===== src/rtl/systolic_feeder_if.sv =====
// Handshake and skewed-lane bus between a job source and the systolic feeder.
interface systolic_feeder_if #(
   parameter int unsigned SIZE   = 4,
   parameter int unsigned DATA_W = 8,
   parameter int unsigned K_MAX  = 16
);
   localparam int unsigned KW = $clog2(K_MAX + 1);
   localparam int unsigned LW = SIZE * DATA_W;

   logic          start_i;
   logic [KW-1:0] k_len_i;
   logic          in_valid_i;
   logic          in_ready_o;
   logic [LW-1:0] a_col_i;
   logic [LW-1:0] b_row_i;
   logic [LW-1:0] a_o;
   logic [LW-1:0] b_o;
   logic          busy_o;
   logic          done_o;
   logic          timeout_o;
   logic [31:0]   cycle_cnt_o;

   modport master (
      output start_i, k_len_i, in_valid_i, a_col_i, b_row_i,
      input  in_ready_o, a_o, b_o, busy_o, done_o, timeout_o, cycle_cnt_o
   );

   modport slave (
      input  start_i, k_len_i, in_valid_i, a_col_i, b_row_i,
      output in_ready_o, a_o, b_o, busy_o, done_o, timeout_o, cycle_cnt_o
   );
endinterface


===== src/rtl/systolic_feeder.sv =====
// Feeds A columns / B rows into a systolic array with per-lane diagonal skew,
// flushes the array with zeros, and reports completion, cycle count and watchdog.
module systolic_feeder #(
   parameter int unsigned SIZE    = 4,
   parameter int unsigned DATA_W  = 8,
   parameter int unsigned K_MAX   = 16,
   parameter int unsigned TIMEOUT = 1024
) (
   input logic             clk_i,
   input logic             rst_ni,
   systolic_feeder_if.slave bus
);
   localparam int unsigned KW = $clog2(K_MAX + 1);
   localparam int unsigned DW = (SIZE > 1) ? $clog2(2 * SIZE) : 1;
   localparam logic [DW-1:0] DRAIN_LAST = DW'(2 * SIZE - 2);
   localparam logic [31:0]   WD_LAST    = 32'(TIMEOUT - 1);

   typedef enum logic [1:0] {IDLE, FEED, DRAIN, DONE} state_t;

   state_t        state;
   logic [KW-1:0] k_len_q;
   logic [KW-1:0] k_cnt;
   logic [DW-1:0] drain_cnt;
   logic          hs;
   logic          wd_abort;

   assign hs       = (state == FEED) && bus.in_valid_i && bus.in_ready_o;
   assign wd_abort = bus.busy_o && (bus.cycle_cnt_o == WD_LAST);

   // Job sequencing; the watchdog abort overrides any state transition.
   always_ff @(posedge clk_i or negedge rst_ni) begin
      if (!rst_ni) begin
         state           <= IDLE;
         k_len_q         <= '0;
         k_cnt           <= '0;
         drain_cnt       <= '0;
         bus.in_ready_o  <= 1'b0;
         bus.busy_o      <= 1'b0;
         bus.done_o      <= 1'b0;
         bus.timeout_o   <= 1'b0;
         bus.cycle_cnt_o <= '0;
      end else begin
         bus.done_o <= 1'b0;
         if (bus.busy_o && (bus.cycle_cnt_o != '1))
            bus.cycle_cnt_o <= bus.cycle_cnt_o + 32'd1;

         if (wd_abort) begin
            state          <= IDLE;
            bus.in_ready_o <= 1'b0;
            bus.busy_o     <= 1'b0;
            bus.timeout_o  <= 1'b1;
         end else begin
            case (state)
               IDLE: begin
                  if (bus.start_i) begin
                     bus.timeout_o   <= 1'b0;
                     // The start cycle itself counts as the first elapsed cycle.
                     bus.cycle_cnt_o <= 32'd1;
                     k_len_q         <= bus.k_len_i;
                     k_cnt           <= '0;
                     if (bus.k_len_i == '0) begin
                        state      <= DONE;
                        bus.done_o <= 1'b1;
                     end else begin
                        state          <= FEED;
                        bus.in_ready_o <= 1'b1;
                        bus.busy_o     <= 1'b1;
                     end
                  end
               end
               FEED: begin
                  if (hs) begin
                     k_cnt <= k_cnt + KW'(1);
                     if ((k_cnt + KW'(1)) == k_len_q) begin
                        state          <= DRAIN;
                        bus.in_ready_o <= 1'b0;
                        drain_cnt      <= '0;
                     end
                  end
               end
               DRAIN: begin
                  if (drain_cnt == DRAIN_LAST) begin
                     state      <= DONE;
                     bus.done_o <= 1'b1;
                     bus.busy_o <= 1'b0;
                  end else begin
                     drain_cnt <= drain_cnt + DW'(1);
                  end
               end
               DONE:    state <= IDLE;
               default: state <= IDLE;
            endcase
         end
      end
   end

   // Lane i is an (i+1)-deep shift chain; non-handshake cycles push aligned zeros.
   for (genvar i = 0; i < SIZE; i++) begin : g_lane
      logic [DATA_W-1:0] a_sr [i+1];
      logic [DATA_W-1:0] b_sr [i+1];

      always_ff @(posedge clk_i or negedge rst_ni) begin
         if (!rst_ni) begin
            for (int j = 0; j <= i; j++) begin
               a_sr[j] <= '0;
               b_sr[j] <= '0;
            end
         end else if (wd_abort) begin
            for (int j = 0; j <= i; j++) begin
               a_sr[j] <= '0;
               b_sr[j] <= '0;
            end
         end else begin
            a_sr[0] <= hs ? bus.a_col_i[i*DATA_W +: DATA_W] : '0;
            b_sr[0] <= hs ? bus.b_row_i[i*DATA_W +: DATA_W] : '0;
            for (int j = 1; j <= i; j++) begin
               a_sr[j] <= a_sr[j-1];
               b_sr[j] <= b_sr[j-1];
            end
         end
      end

      assign bus.a_o[i*DATA_W +: DATA_W] = a_sr[i];
      assign bus.b_o[i*DATA_W +: DATA_W] = b_sr[i];
   end
endmodule


===== src/flat_wrapper.sv =====
// flat-port wrapper written by rule: the top's interface ports become plain ports
module systolic_feeder_flat 
#(
   parameter int unsigned SIZE    = 4,
   parameter int unsigned DATA_W  = 8,
   parameter int unsigned K_MAX   = 16,
   parameter int unsigned TIMEOUT = 1024
)
  (clk_i, rst_ni, bus_start_i, bus_k_len_i, bus_in_valid_i, bus_a_col_i, bus_b_row_i, bus_in_ready_o, bus_a_o, bus_b_o, bus_busy_o, bus_done_o, bus_timeout_o, bus_cycle_cnt_o);
  systolic_feeder_if #(.SIZE(SIZE), .DATA_W(DATA_W), .K_MAX(K_MAX)) bus_i ();
  input logic clk_i;
  input logic rst_ni;
  input wire logic [$bits(bus_i.start_i)-1:0] bus_start_i;
  input wire logic [$bits(bus_i.k_len_i)-1:0] bus_k_len_i;
  input wire logic [$bits(bus_i.in_valid_i)-1:0] bus_in_valid_i;
  input wire logic [$bits(bus_i.a_col_i)-1:0] bus_a_col_i;
  input wire logic [$bits(bus_i.b_row_i)-1:0] bus_b_row_i;
  output wire logic [$bits(bus_i.in_ready_o)-1:0] bus_in_ready_o;
  output wire logic [$bits(bus_i.a_o)-1:0] bus_a_o;
  output wire logic [$bits(bus_i.b_o)-1:0] bus_b_o;
  output wire logic [$bits(bus_i.busy_o)-1:0] bus_busy_o;
  output wire logic [$bits(bus_i.done_o)-1:0] bus_done_o;
  output wire logic [$bits(bus_i.timeout_o)-1:0] bus_timeout_o;
  output wire logic [$bits(bus_i.cycle_cnt_o)-1:0] bus_cycle_cnt_o;
  assign bus_i.start_i = bus_start_i;
  assign bus_i.k_len_i = bus_k_len_i;
  assign bus_i.in_valid_i = bus_in_valid_i;
  assign bus_i.a_col_i = bus_a_col_i;
  assign bus_i.b_row_i = bus_b_row_i;
  assign bus_in_ready_o = bus_i.in_ready_o;
  assign bus_a_o = bus_i.a_o;
  assign bus_b_o = bus_i.b_o;
  assign bus_busy_o = bus_i.busy_o;
  assign bus_done_o = bus_i.done_o;
  assign bus_timeout_o = bus_i.timeout_o;
  assign bus_cycle_cnt_o = bus_i.cycle_cnt_o;
  systolic_feeder #(.SIZE(SIZE), .DATA_W(DATA_W), .K_MAX(K_MAX), .TIMEOUT(TIMEOUT)) u_core (.clk_i(clk_i), .rst_ni(rst_ni), .bus(bus_i));
endmodule

===== config.mk =====
export PLATFORM = sky130hd
export DESIGN_NAME = systolic_feeder_flat
export DESIGN_NICKNAME = d
export VERILOG_FILES = /design/src/rtl/systolic_feeder_if.sv /design/src/rtl/systolic_feeder.sv /design/src/flat_wrapper.sv
export SDC_FILE = /design/constraint.sdc
export NUM_CORES = 1
export LEC_CHECK = 0
export BUFFER_PORTS_ARGS = -buffer_cell sky130_fd_sc_hd__buf_2
export CAP_MARGIN = 30
export CORE_UTILIZATION = 33
export DETAILED_ROUTE_END_ITERATION = 10
export HOLD_SLACK_MARGIN = 0.06
export PLACE_DENSITY = 0.65
export SLEW_MARGIN = 20
export SYNTH_ARGS = -nofsm -noshare
export SYNTH_HDL_FRONTEND = slang
export SYNTH_SLANG_ARGS = --single-unit

===== constraint.sdc =====
create_clock -name clk_i -period 2.69 [get_ports clk_i]
set_clock_uncertainty 0.15 [all_clocks]
set_input_delay 0.538 -clock clk_i [delete_from_list [all_inputs] [get_ports clk_i]]
set_output_delay 0.538 -clock clk_i [all_outputs]
set_load 0.01 [all_outputs]

# == Word level (Yosys, flattened, before mapping) ==
# Index checks and enable logic that the tools add are counted.
# totals
romBits,0
memories,0
output_inout_bits,100
inputBits,73
mem_bits_rw,0
word_cells,119
latchBits,0
register_bits,211
# classes
bitwise_logic,1
shift,0
div_mod_pow,0
mux,51
n_mul,0
add_sub_neg,3
eq_ne,16
n_reduce_logical,19
n_lt_le_gt_ge,0
# ops
cell,n
32-bit 2-to-1 mux,6
8-bit 2-to-1 mux,10
24-bit 2-to-1 mux,2
32-bit by 1-bit adder with 32-bit output (second input constant),1
32-bit by 10-bit equality test with 1-bit output (second input constant),1
16-bit 2-to-1 mux,2
32-bit != test (second input constant),1
1-bit 2-to-1 mux,14
2-bit 2-to-1 mux,6
4-bit AND reduction,3
5-bit 2-to-1 mux,2
5-bit case mux with 2 select lines,1
5-bit AND reduction,2
3-bit 2-to-1 mux,3
3-bit by 2-bit != test with 1-bit output (second input constant),3
2-bit case mux with 4 select lines,1
2-bit nonzero test,4
2-bit != test (second input constant),3
3-bit by 1-bit != test with 1-bit output (second input constant),2
1-bit case mux with 2 select lines,3
3-bit case mux with 2 select lines,1
3-bit nonzero test,2
5-bit by 1-bit adder with 5-bit output (second input constant),1
5-bit equality test,1
other kinds (11),15

# == Longest topological paths before layout ==
# Gate-level depths: netlist of the first run.
# depth
ltp_word,6
ltp_mapped,8
ltp_nobuf,8

# == Least setup slack after synthesis of the first run ==
# Ideal clock, no wire load.
# synth_path
path_type,reg2reg
startpoint,register u_core.k_cnt[0]
endpoint,register u_core.drain_cnt[2]
setup_ps,126
required_time_ps,2414
n_path_buf,0
path_stages_with_launch,8
slack_ps,451
arrival_ps,1963
period_less_slack_ps,2239
cell_sequence,dfrtp_1 > ha_1 > nand2b_1 > o21ai_0 > a211oi_1 > o41ai_2 > nand4b_1 > a221o_1
# synth_between
elab_chain_len,4
# synth_rtl
element,line_no,source
from (decl),systolic_feeder.sv:22,logic [KW-1:0] k_cnt;
from (signal assigned),systolic_feeder.sv:73,k_cnt <= k_cnt + KW'(1);
5-bit by 1-bit adder with 5-bit output,systolic_feeder.sv:74,if ((k_cnt + KW'(1)) == k_len_q) begin
5-bit equality test,systolic_feeder.sv:74,
2-bit != test (no line),--,
5-bit AND reduction (no line),--,
to (signal assigned),systolic_feeder.sv:87,drain_cnt <= drain_cnt + DW'(1);
to (decl),systolic_feeder.sv:23,logic [DW-1:0] drain_cnt;
# Every way passes these cells.
# A chain may end at the register's enable or synchronous reset.

# == Worst setup path after layout of the first run ==
# layout_path
startpoint,register u_core.bus.cycle_cnt_o[0]
endpoint,register u_core.k_len_q[3]
# layout_between
elab_chain_len,4
# layout_rtl
element,line_no,source
from (decl),systolic_feeder_if.sv:30,"output in_ready_o, a_o, b_o, busy_o, done_o, timeout_o, cycle_cnt_o"
from (signal assigned),systolic_feeder.sv:45,bus.cycle_cnt_o <= bus.cycle_cnt_o + 32'd1;
32-bit by 10-bit equality test with 1-bit output,systolic_feeder.sv:28,assign wd_abort = bus.busy_o && (bus.cycle_cnt_o == WD_LAST);
1-bit logical AND,systolic_feeder.sv:28,
1-bit NOT (no line),--,
3-bit AND reduction (no line),--,
to (signal assigned),systolic_feeder.sv:59,k_len_q <= bus.k_len_i;
to (decl),systolic_feeder.sv:21,logic [KW-1:0] k_len_q;
# Every way passes these cells.

==> metrics.txt, run 1 <==
CP required=2930 ps; Post-synth top flop=dfrtp_1; wl on met1=7120 um; placer congestion estimate=0.822; Clk pin slew, worst setup/hold paths=60 ps; Area Overhead vs Synth=26.9%; initial antenna violation count=0; post-layout util=42.9%; status=finished clean; met3 WL=802 um; DR DRC count=0; hpwl dp=10700 um; element type at the critical path end=flop; Final min period=2500 ps; end of the critical path=u_core.k_len_q[3]; pin count of the biggest net entering global routing=90; root buf cell=clkbuf_16; Via density=4.38; Crit. Startpoint=u_core.bus.cycle_cnt_o[0]; r2r endpoint=u_core.k_len_q[3]; number of synthesized flops with an enable pin=0; Design Area, Final=0.0105 sq mm; Area contributors post-synth=dfrtp_1 (64%), nor2b_1 (7.3%), and2_1 (5.0%), buf_4 (4.4%), xnor2_1 (2.2%); # Max-Cap Violations=0; fill count=2294; Syn. warnings=0; FF+latch area=0.00528 sq mm; # IOs=173; fmax=400 MHz; WL met2=8110 um; Synth top area share=63.8%; pwr/cell area=864 mW/mm^2; leakage power=5.40 nW; Final Cycle Share=92.8%; layout cell share with drive strength beyond 1=27.7%; critical-path maximum fanout=27; first-pass GRT wire length=27900 um; # Post-CTS Setup Buffers=0; final hold violation count=0; DR vias=5255; TritonCTS clock tree=built; Yosys top cell by area=dfrtp_1; area of the mapped netlist=0.00827 sq mm; DP Area=0.00926 sq mm; Critical Path AT=2730 ps; Rows=57; Multi-input gate area=0.00252 sq mm; setup TNS=0 ps; Routed Antenna Nets=0; clock latency on the worst-skew pair=500 ps; reg2reg path depth=7; TritonCTS buffer count=24; pins over their slew limit=0; ANT cells=0; Max clock buf depth=3; syn_area_per_cell=12.2 sq um; H-tree Lvls=1; Slew @ Worst Pin=734 ps; Max Used Layer=met4; RSZ-0062 raised after global routing=false; Seq cells post-synth=211; Synth cell types=48; DRT iter0 DRCs=218; Min-Delay Path Class=in -> reg; Fin Hold WS=87.4 ps; wire per inst=13.8 um; Final Net Count=940; syn nets=760; Die Span X=160 um; Startpoint Class=flop; sequential-to-total area share from yosys stat=63.8%; Port Buf Inserts=172; grt ovf=0; Setup CP Type=reg -> reg; post-synthesis instance total=680; CTS Sinks=211; asr flop ratio synth=100%; GR Util All Layers=13.4%; First-pass DRT Iterations=4; # setup viols final=0; drt total wl=16500 um; maximum vdd ir drop=0.000454 V; die area=0.0257 sq mm; Die Span Y=160 um; flop2flop setup slack=190 ps; Initial Util=33.8%; vias in the first global route=5536; Slew headroom=51.0%; Crit Reg-Reg Startpoint=u_core.bus.cycle_cnt_o[0]; core area=0.0245 sq mm
[sequential cells by signal, indices dropped and copies added, names as in the netlist]
name and cells:
u_core.bus.done_o 1, u_core.bus.a_o 24, u_core.g_lane.a_sr 56, u_core.bus.cycle_cnt_o 32, u_core.bus.busy_o 1, u_core.state 2, u_core.k_len_q 5, u_core.bus.b_o 24
u_core.k_cnt 5, u_core.bus.timeout_o 1, u_core.g_lane.b_sr 56, u_core.bus.in_ready_o 1, u_core.drain_cnt 3
[worst min path at each step]
stage                                         start                         to  slack [ps]  cells after the start
final                                bus_a_col_i[4]   u_core.g_lane[0].a_sr[4]          90                      2
after global routing                bus_b_row_i[24]  u_core.g_lane[3].b_sr[24]          70                      2
after CTS                           bus_a_col_i[25]  u_core.g_lane[3].a_sr[25]          60                      2
after detailed placement   u_core.g_lane[3].a_sr[9]         u_core.bus.a_o[25]         300                      1
after global placement    u_core.g_lane[1].b_sr[12]         u_core.bus.b_o[12]         290                      1
after floorplan                              rst_ni         u_core.bus.a_o[10]          90                      0
[cell usage after synthesis (3+ instances only)]
master / instances
clkbuf_1: 11
or3_1: 8
nand4b_1: 3
mux2_2: 7
nand3_1: 18
buf_2: 10
o2bb2ai_1: 3
and4_1: 5
nand2_1: 23
nor3_1: 11
nor2b_1: 97
a21oi_1: 16
buf_4: 48
and3_1: 6
nand4_1: 5
o41ai_2: 3
dfrtp_1: 211
nor2_1: 33
xnor2_1: 21
nor4_1: 10
inv_1: 10
and2_1: 66
xor2_1: 6
o21ai_0: 12
ha_1: 7
nand2b_1: 4
[layout make-up]
cell class	count	share of cell area [%]
clock inverter	14	1.80
timing repair buffer	223	13.3
multi-input combinational	390	24.0
sequential	211	50.3
tap	324	3.86
clock buffer	29	6.39
inverter	10	0.358
[cell usage in the layout (no fill, tap or decap), drive strengths merged, types with 7 or more instances in the layout]
cell type	Yosys	routed
dfrtp	211	211
clkinv	0	7
dlygate4sd3	0	37
buf	58	186
ha	7	7
nor2b	97	97
nor4	12	12
or3	8	8
xnor2	21	21
a21oi	16	16
nor3	11	11
nand3	18	18
nor2	33	33
and2	66	66
clkbuf	11	29
mux2	7	7
o21ai	12	12
inv	10	13
nand2	23	23
[cell families (layout without fill, tap and decap cells)]
kind of cell             count (synthesis)  in the layout  synth area share [%]
flip-flops                             211            211                  63.8
XOR/XNOR                                27             27                  2.86
adder cells (fa/ha/maj)                  7              7                  1.06
buffers and inverters                   79            276                  5.91
AO/OA/AOI/OAI                           50             50                  4.22
multiplexers                             8              8                  1.07
AND/OR/NAND/NOR                        298            298                  21.1
[repair_timing]
item / 4_1_cts / 5_1_grt
resized for setup: 0 / 1
endpoints found under the hold margin: 90 / 0
endpoints found under the setup margin: 0 / 94
hold buffers: 37 / 0
[critical path, cell delays in order (launching register included)]
cell	delay [ps]
dfrtp_1	430
ha_1	250
nand3_1	100
or2_1	210
nor4_4	90
buf_12	170
nor2_2	570
mux2_2	410
[metrics by stage]
stage                     cells  setup WS [ps]  power [mW]
after detailed placement   1121            144        5.63
after CTS                  1201            119        9.23
after global routing       1201           13.8        9.58
after floorplan             680            451        5.13
after global placement     1121            113        5.60
final                      1201            193        9.06
[power by group]
group          switching (mW)  internal (mW)
Clock                    1.29           2.17
Combinational           0.893          0.786
Sequential              0.225           3.70
[layer usage]
| layer | GRT usage [%] | vias up |
|---|---|---|
| met5 | 0 | - |
| met4 | 4.89 | 0 |
| met3 | 2.94 | 37 |
| met2 | 23.3 | 118 |
| met1 | 16.2 | 2546 |
| li1 | - | 2554 |
Note: power is estimated with default switching activity, not from simulation.
==> inputs of run 2 (changes only) <==
--- a/config.mk
+++ b/config.mk
@@ -7,6 +7,7 @@
 export LEC_CHECK = 0
 export BUFFER_PORTS_ARGS = -buffer_cell sky130_fd_sc_hd__buf_2
 export CAP_MARGIN = 30
+export CORE_MARGIN = 2
 export CORE_UTILIZATION = 33
 export DETAILED_ROUTE_END_ITERATION = 10
 export HOLD_SLACK_MARGIN = 0.06
==> run 2 against run 1 <==
Flip-flop and latch count stayed put. Critical path depth is the same. Register-to-register slack about the same. Maximum frequency grew 0.40%.
==> metrics.txt, run 2 (same netlist as run 1, synthesis figures left out) <==
status=finished clean (unchanged); element type at the critical path end=flop (unchanged); TritonCTS clock tree=built (unchanged); Slew headroom=65.1% (was 51.0%); non-filler cells, final=1203 (was 1201); Setup CP Type=reg -> reg (unchanged); pwr/cell area=849 mW/mm^2 (was 864 mW/mm^2); post-layout util=42.8% (was 42.9%); Startpoint Class=flop (unchanged); Area Overhead vs Synth=26.5% (was 26.9%); # setup viols final=0 (unchanged); CTS Sinks=211 (unchanged); Multi-input gate area=0.00251 sq mm (was 0.00252 sq mm); Design Area, Final=0.0105 sq mm (about the same); fill count=2290 (was 2294); Min-Delay Path Class=in -> reg (unchanged); grt ovf=0 (unchanged); Initial Util=33.8% (unchanged); TritonCTS buffer count=24 (unchanged); vias in the first global route=5413 (was 5536); Die Span Y=162 um (was 160 um); instance count on the critical path=7 (unchanged); # Max-Cap Violations=0 (unchanged); end of the critical path=u_core.drain_cnt[1] (was u_core.k_len_q[3]); flop2flop setup slack=200 ps (was 190 ps); pin count of the biggest net entering global routing=64 (was 90); FF+latch area=0.00528 sq mm (unchanged); DR DRC count=0 (unchanged); r2r endpoint=u_core.drain_cnt[1] (was u_core.k_len_q[3]); pins over their slew limit=0 (unchanged); H-tree Lvls=1 (unchanged); Routed Antenna Nets=0 (unchanged); Port Buf Inserts=172 (unchanged); Fin Hold WS=81.8 ps (was 87.4 ps); fmax=402 MHz (was 400 MHz); Final Net Count=941 (was 940); drt total wl=16800 um (was 16500 um); placed insts=1123 (was 1121); layout cell share with drive strength beyond 1=27.9% (was 27.7%); WP buf/inv=1 (unchanged); final hold violation count=0 (unchanged); RSZ-0062 raised after global routing=false (unchanged); Final min period=2490 ps (was 2500 ps); Die Span X=162 um (was 160 um); maximum vdd ir drop=0.000505 V (was 0.000454 V); root buf cell=clkbuf_16 (unchanged); GR Util All Layers=13.1% (was 13.4%); initial antenna violation count=0 (unchanged); placer congestion estimate=0.789 (was 0.822); DP Worst Slack=227 ps (was 144 ps); setup TNS=0 ps (unchanged); total power=8.89 mW (was 9.06 mW); hpwl dp=10900 um (was 10700 um); Crit Reg-Reg Startpoint=u_core.bus.cycle_cnt_o[0] (unchanged); # Post-CTS Setup Buffers=0 (unchanged); fin worst setup slack=203 ps (was 193 ps); DR vias=5296 (was 5255); first-pass GRT wire length=27800 um (was 27900 um); slowest CP cell=dfrtp_1 (was nor2_2); First-pass DRT Iterations=4 (unchanged); Critical Path AT=2740 ps (was 2730 ps); reg2reg path depth=7 (unchanged); ANT cells=0 (unchanged); Crit. Startpoint=u_core.bus.cycle_cnt_o[0] (unchanged); CP top delay family=simple AND/OR/NAND/NOR gates (unchanged); leading cell type in the layout, fill and taps excluded=dfrtp_1 (unchanged); Rows=57 (unchanged); Clk pin slew, worst setup/hold paths=60 ps (about the same); critical-path maximum fanout=28 (was 27); DRT iter0 DRCs=286 (was 218); die area=0.0264 sq mm (was 0.0257 sq mm); CP required=2940 ps (was 2930 ps); wire per inst=13.9 um (was 13.8 um); crit-path cells=ha_1 > nand3_1 > or2_1 > nor4_4 > buf_12 > nand4b_1 > mux2_2 (was ha_1 > nand3_1 > or2_1 > nor4_4 > buf_12 > nor2_2 > mux2_2); commonest cells after routing, fill and taps aside=dfrtp_1 (211), buf_2 (171), nor2b_1 (97) (unchanged); core area=0.0245 sq mm (unchanged); leakage power=5.38 nW (was 5.40 nW); Hold Path Origin=bus_a_col_i[12] (was bus_a_col_i[4]); biggest registers after layout=u_core.g_lane.a_sr (56), u_core.g_lane.b_sr (56), u_core.bus.cycle_cnt_o (32) (unchanged); Max clock buf depth=3 (unchanged); Slew @ Worst Pin=524 ps (was 734 ps); Final Cycle Share=92.5% (was 92.8%); DP Area=0.00929 sq mm (was 0.00926 sq mm); CP max stage delay=410 ps (was 570 ps); clock latency on the worst-skew pair=520 ps (was 500 ps); Via density=4.40 (was 4.38); # IOs=173 (unchanged)
-- run 2: worst min-delay path by stage --
stage | to | slack, ps | cells past startpoint
final | u_core.g_lane[1].a_sr[12] | 80 | 2
after global routing | u_core.g_lane[2].b_sr[19] | 60 | 2
after CTS | u_core.g_lane[0].a_sr[1] | 60 | 2
after floorplan | u_core.bus.a_o[10] | 90 | 0
after detailed placement | u_core.g_lane[3].a_sr[21] | 300 | 1
after global placement | u_core.g_lane[2].a_sr[14] | 290 | 1
-- run 2: layer usage --
metal / GRT usage [%] / part of all wire [%] / wire, um / vias up
met5: 0 / 0 / 0 / -
met4: 4.34 / 2.5 / 411 / 0
met3: 2.88 / 5.5 / 928 / 34
met2: 22.2 / 50 / 8320 / 131
met1: 16.7 / 42 / 7110 / 2571
li1: - / - / - / 2560
-- run 2: timing repair --
item | 4_1_cts | 5_1_grt
hold endpoints to repair | 86 | 3
resized for setup | 0 | 0
hold buffers | 33 | 3
-- run 2: area by class of cell --
type | count | share of cell area (%)
flip-flops and latches | 211 | 50.5
multi-input cells | 390 | 24.0
clock buffers | 29 | 6.30
clock inverters | 15 | 1.51
well taps | 324 | 3.87
inverters | 10 | 0.359
repair buffers | 224 | 13.5
-- run 2: where the power goes --
part	switching (mW)	total [mW]	internal, mW
logic	0.905	1.69	0.782
registers	0.221	3.92	3.70
clock network	1.32	3.28	1.96
